$ cat config.mk
export PLATFORM = sky130hd
export DESIGN_NAME = fetch_ctrl
export DESIGN_NICKNAME = d
export VERILOG_FILES = /design/src/rtl/fetch_ctrl.sv
export SDC_FILE = /design/constraint.sdc
export NUM_CORES = 1
export LEC_CHECK = 0
export ABC_CLOCK_PERIOD_IN_PS = 2100
export BUFFER_PORTS_ARGS = -buffer_cell sky130_fd_sc_hd__buf_2
export CAP_MARGIN = 25
export CORE_MARGIN = 4
export CORE_UTILIZATION = 42
export CTS_CLUSTER_DIAMETER = 50
export CTS_CLUSTER_SIZE = 8
export DETAILED_ROUTE_END_ITERATION = 6
export PLACE_DENSITY = 0.77
export SETUP_SLACK_MARGIN = 0.1
export SLEW_MARGIN = 5
export SYNTH_ARGS = -nofsm -noshare
export SYNTH_HDL_FRONTEND = slang
export SYNTH_SLANG_ARGS = --single-unit
$ cat constraint.sdc
create_clock -name clk -period 2.1 [get_ports clk]
set_clock_uncertainty 0.1 [all_clocks]
set_input_delay 0.42 -clock clk [delete_from_list [all_inputs] [get_ports clk]]
set_output_delay 0.42 -clock clk [all_outputs]
set_load 0.02 [all_outputs]
$ cat src/rtl/fetch_ctrl.sv
// fetch_ctrl: fetch-stage PC source arbiter.
// Chooses between boot vector, execute branch, interrupt entry/return,
// decode jump and stall hold, and drives the PC load plus IF/ID flushes.
// PC load controls are combinational so the PC register reloads on the
// same edge the request is seen; bookkeeping state is registered.
module fetch_ctrl #(
  parameter int unsigned       AW        = 11,
  parameter logic [AW-1:0]     RESET_VEC = 11'h000,
  parameter logic [AW-1:0]     IRQ_VEC   = 11'h7F0,
  parameter int unsigned       CW        = 16
) (
  input  logic          clk,
  input  logic          resetn,
  input  logic [AW-1:0] pc_cnt,
  input  logic          stall,
  input  logic          ex_branch_valid,
  input  logic [AW-1:0] ex_branch_target,
  input  logic          iret,
  input  logic          id_jump_valid,
  input  logic [AW-1:0] id_jump_target,
  input  logic          irq_req,
  output logic          pc_branch_valid,
  output logic [AW-1:0] pc_branch_address,
  output logic          flush_if,
  output logic          flush_id,
  output logic          irq_ack,
  output logic          in_isr,
  output logic [AW-1:0] epc,
  output logic [CW-1:0] redirect_cnt
);

  typedef enum logic [1:0] {
    ST_BOOT = 2'd0,
    ST_RUN  = 2'd1,
    ST_ISR  = 2'd2
  } state_t;

  state_t state;
  state_t state_next;

  // One-hot winner of the per-cycle priority arbitration.
  logic take_iret;
  logic take_branch;
  logic take_irq;
  logic take_jump;
  logic take_hold;
  logic redirect;

  localparam logic [CW-1:0] CNT_MAX = {CW{1'b1}};

  // Resolve which PC source wins this cycle (fixed priority, BOOT ignores all).
  always_comb begin
    take_iret   = 1'b0;
    take_branch = 1'b0;
    take_irq    = 1'b0;
    take_jump   = 1'b0;
    take_hold   = 1'b0;
    if (state == ST_RUN || state == ST_ISR) begin
      if (iret && state == ST_ISR) begin
        take_iret = 1'b1;
      end else if (ex_branch_valid) begin
        take_branch = 1'b1;
      end else if (irq_req && state == ST_RUN && !stall && !id_jump_valid) begin
        take_irq = 1'b1;
      end else if (id_jump_valid && !stall) begin
        take_jump = 1'b1;
      end else if (stall) begin
        take_hold = 1'b1;
      end else begin
        take_hold = 1'b0;
      end
    end else begin
      take_hold = 1'b0;
    end
    redirect = take_iret | take_branch | take_irq | take_jump;
  end

  // State register; reset parks the sequencer in BOOT.
  always_ff @(posedge clk or negedge resetn) begin
    if (!resetn) begin
      state <= ST_BOOT;
    end else begin
      state <= state_next;
    end
  end

  // Next-state: BOOT lasts one edge, interrupt entry/return move RUN<->ISR.
  always_comb begin
    state_next = ST_BOOT;
    case (state)
      ST_BOOT: state_next = ST_RUN;
      ST_RUN:  state_next = take_irq ? ST_ISR : ST_RUN;
      ST_ISR:  state_next = take_iret ? ST_RUN : ST_ISR;
      default: state_next = ST_BOOT;
    endcase
  end

  // PC load and flush outputs for the current state and winning source.
  always_comb begin
    pc_branch_valid   = 1'b0;
    pc_branch_address = pc_cnt;
    flush_if          = 1'b0;
    flush_id          = 1'b0;
    case (state)
      ST_RUN, ST_ISR: begin
        if (take_iret) begin
          pc_branch_valid   = 1'b1;
          pc_branch_address = epc;
          flush_if          = 1'b1;
          flush_id          = 1'b1;
        end else if (take_branch) begin
          pc_branch_valid   = 1'b1;
          pc_branch_address = ex_branch_target;
          flush_if          = 1'b1;
          flush_id          = 1'b1;
        end else if (take_irq) begin
          pc_branch_valid   = 1'b1;
          pc_branch_address = IRQ_VEC;
          flush_if          = 1'b1;
        end else if (take_jump) begin
          pc_branch_valid   = 1'b1;
          pc_branch_address = id_jump_target;
          flush_if          = 1'b1;
        end else if (take_hold) begin
          pc_branch_valid   = 1'b1;
          pc_branch_address = pc_cnt;
        end else begin
          pc_branch_valid   = 1'b0;
        end
      end
      default: begin
        pc_branch_valid   = 1'b1;
        pc_branch_address = RESET_VEC;
      end
    endcase
  end

  // Return address capture, acknowledge pulse and saturating redirect count.
  always_ff @(posedge clk or negedge resetn) begin
    if (!resetn) begin
      epc          <= {AW{1'b0}};
      irq_ack      <= 1'b0;
      redirect_cnt <= {CW{1'b0}};
    end else begin
      irq_ack <= take_irq;
      if (take_irq) begin
        epc <= pc_cnt;
      end
      if (redirect && redirect_cnt != CNT_MAX) begin
        redirect_cnt <= redirect_cnt + {{(CW-1){1'b0}}, 1'b1};
      end
    end
  end

  assign in_isr = (state == ST_ISR);

endmodule

==> impl_metrics.csv <==
group,metric,value,unit
grt,grt_max_degree,31,
critical_path,critPathMaxFanout,7,
floorplan,rows,23,
floorplan,core_area,0.00406,mm^2
grt,globalRouteTotalUtil,20.7,%
detailed_routing,via_count,1840,
detailed_routing,via_per_inst,5.56,
critical_path,max_stage_delay,0.39,ns
timing,drv_slew,0,
floorplan,die_h,73.3,um
floorplan,die_w,73.3,um
power_and_ir_drop,p_per_area,1200,mW/mm^2
floorplan,pin_count,83,
grt,grt_pass1_vias,1809,
clocking,insertion_delay,0.28,ns
yosys,synthArstFlopShare,100,%
clocking,cts_max_level,2,
detailed_routing,final_antenna_net_count,0,
place,place.gp.congestion,0.794,
timing,hold_viol_final,0,
critical_path,critPathCaptureType,"primary output",
detailed_routing,drtPass1Iterations,4,
detailed_routing,wl_per_cell,16.9,um
timing,rsz0062_at_grt,"true",
detailed_routing,first_iter_violations,118,
yosys,synth_edf_count,0,
timing,maxSlewHeadroom,54.5,%
min_path,worstHoldPathType,"in -> async",
critical_path,critPathKind,"reg -> out",
yosys,syn_inst,173,
yosys,synth_area,0.00179,mm^2
timing,period_share,126,%
outcome,status,"finished with violations",
yosys,ys.flop_type,"dfrtp_1",
timing,final-setup-viol-count,21,
power_and_ir_drop,ir_worst_vdd,592,uV
critical_path,path_cells,"inv_1 > buf_4 > ha_2 > a21oi_2 > buf_4 > nor4_4 > buf_6 > o221ai_1 > a21oi_2 > buf_4",
detailed_routing,remaining_drc_errors,0,
run,cap_violations,0,
outcome,violations,"negative setup slack",
critical_path,crit_path_start_kind,"flop",
place,post-place-ws,-0.193,ns
power_and_ir_drop,power_leakage,1.36,nW
cells_and_area,nets,325,
timing,tightest_slew,0.683,ns
cells_and_area,antenna_cells,0,
clocking,postCtsHoldBufs,0,
clocking,cts-root-buf,"clkbuf_8",
critical_path,arrival,2.13,ns
cells_and_area,area_delta_synth_final,55.7,%
clocking,cts.clk_slew.worst_paths,0.07,ns
critical_path,r2r_cells,9,
floorplan,dieArea,0.00538,mm^2
critical_path,rr_endpoint,"redirect_cnt[15]",
floorplan,start_util,44.2,%
cells_and_area,layout-drive-gt1-share,58.4,%
timing,fmax,377,MHz
place,io_buffers,82,
clocking,numClockSinks,30,
yosys,syn_area_per_cell,10.4,um^2
yosys,yosysSeqAreaShare,41.9,%
yosys,ys_types,35,
power_and_ir_drop,totalPowerFinal,3.35,mW
place,dp_hpwl,3780,um
critical_path,path_common_cell,"buf_4",
critical_path,worst-r2r-setup-slack,-0.09,ns
grt,overflow,0,
critical_path,reg2reg_from,"state[1]",
grt,grt_pass1_wl,8760,um
clocking,tritoncts,"yes",
yosys,yosys_warnings,0,
critical_path,slowest_stage,"dfrtp_1",
clocking,numCtsBuffers,5,
timing,finalCriticalPeriod,2.65,ns
yosys,syn_nets,218,
critical_path,cp.required,1.58,ns
yosys,synth-seq-cells,30,
detailed_routing,wirelength,5590,um
grt,antenna_found_initial,0,
timing,setup_ws,-0.553,ns
clocking,clock_path_buffers,2,
timing repair:
| item | 4_1_cts | 5_1_grt |
|---|---|---|
| setup buffers | 5 | 2 |
| resized for setup | 21 | 8 |
| cloned | 0 | 1 |
| pin swaps | 7 | 3 |
| setup endpoints to repair | 37 | 41 |
cells in the mapped netlist (3+ instances only):
library cell | instances | area share (%)
mux2_4 | 7 | 5.9
o221ai_1 | 7 | 3.4
xnor2_1 | 12 | 5.9
o21ai_0 | 7 | 2.0
and3_1 | 3 | 1.0
o21ai_1 | 4 | 1.1
nand3_1 | 17 | 4.7
dfrtp_1 | 30 | 42
nor2_1 | 7 | 1.5
a21oi_1 | 16 | 4.5
ha_1 | 5 | 3.5
nand2_1 | 8 | 1.7
inv_1 | 4 | 0.84
a221oi_1 | 4 | 2.0
mux2_2 | 4 | 2.5
clkbuf_1 | 5 | 1.0
nand2b_1 | 7 | 2.4
nand4_1 | 5 | 1.7
cell type report:
type,instances,area [um^2]
tap,50,62.6
inverter,4,15.0
timing repair buffer,108,697
clock inverter,3,40.0
fill,320,1270
clock buffer,5,68.8
sequential,30,751
multi-input combinational,131,1160
flip-flops by register name (all words and copies together), names as in the netlist:
name,cells
redirect_cnt,16
epc,11
state,2
irq_ack,1
worst max-delay path: cells and delay by family, from the launching register on:
family / cells / cell delay (ns)
DFF: 1 / 0.39
buffers and inverters: 5 / 0.72
adders and majority gates: 1 / 0.20
and+or+nand+nor: 1 / 0.15
AOI/OAI and AO/OA: 3 / 0.39
layer usage:
layer,up-vias,share of wire [%],track usage (%)
li1,860,-,-
met1,864,41,27.6
met2,94,49,33.9
met3,22,6.6,3.28
met4,0,3.3,7.44
met5,-,0,0
worst max path at each step:
stage | to | start | slack, ns
global route | pc_branch_address[8] | state[1] | -0.65
global placement | pc_branch_address[5] | state[1] | -0.15
finish | pc_branch_address[8] | state[1] | -0.55
CTS | pc_branch_address[3] | state[1] | -0.48
floorplan | pc_branch_address[2] | state[0] | -0.15
detailed placement | pc_branch_address[6] | state[1] | -0.19
report_power, final:
part           internal, mW  leakage (nW)  switching [mW]
registers             0.767         0.377           0.182
logic                 0.806         0.922            1.02
clock network         0.349        0.0579           0.229
cells by family after synthesis:
family	Yosys count	share of synthesized area (%)
AND/OR/NAND/NOR	57	19.8
AO/OA/AOI/OAI	43	15.9
flip-flops	30	41.9
XOR/XNOR	14	6.84
buffers and inverters	12	3.07
multiplexers	12	9.00
adder cells (fa/ha/maj)	5	3.49
cell usage in the layout, fill, tap and decap left out, types with 2 or more instances in the layout:
master	netlist	final
nand2_1	8	7
xor2_1	2	2
and3_1	3	3
buf_6	1	9
xnor2_1	12	12
nor3_4	2	3
o221ai_2	0	2
mux2_2	4	4
and2_4	0	2
dfrtp_1	30	30
buf_2	2	71
a221oi_2	0	3
nand3_1	17	17
o221ai_1	7	5
buf_4	0	26
o21ai_2	0	4
inv_1	4	3
nand4_1	5	5
clkinv_2	0	2
nand2b_1	7	5
ha_1	5	2
mux2_4	7	7
nand2b_4	0	2
a21oi_2	1	8
clkbuf_8	0	5
a21oi_1	16	8
o21ai_0	7	7
nor2_1	7	7
ha_4	0	2
metrics by stage:
step	hold WS [ns]	setup TNS (ns)	std cells	area, um^2	util, %
global placement	0.384	-1.48	317	2500	61.7
floorplan	0.0244	-1.36	173	1920	-
CTS	0.0961	-5.80	330	2740	67.6
finish	0.0739	-6.33	331	2790	68.8
global route	0.124	-8.88	331	2790	68.8
detailed placement	0.389	-1.87	317	2500	61.7
No activity file was read; power rests on OpenSTA's default activity.
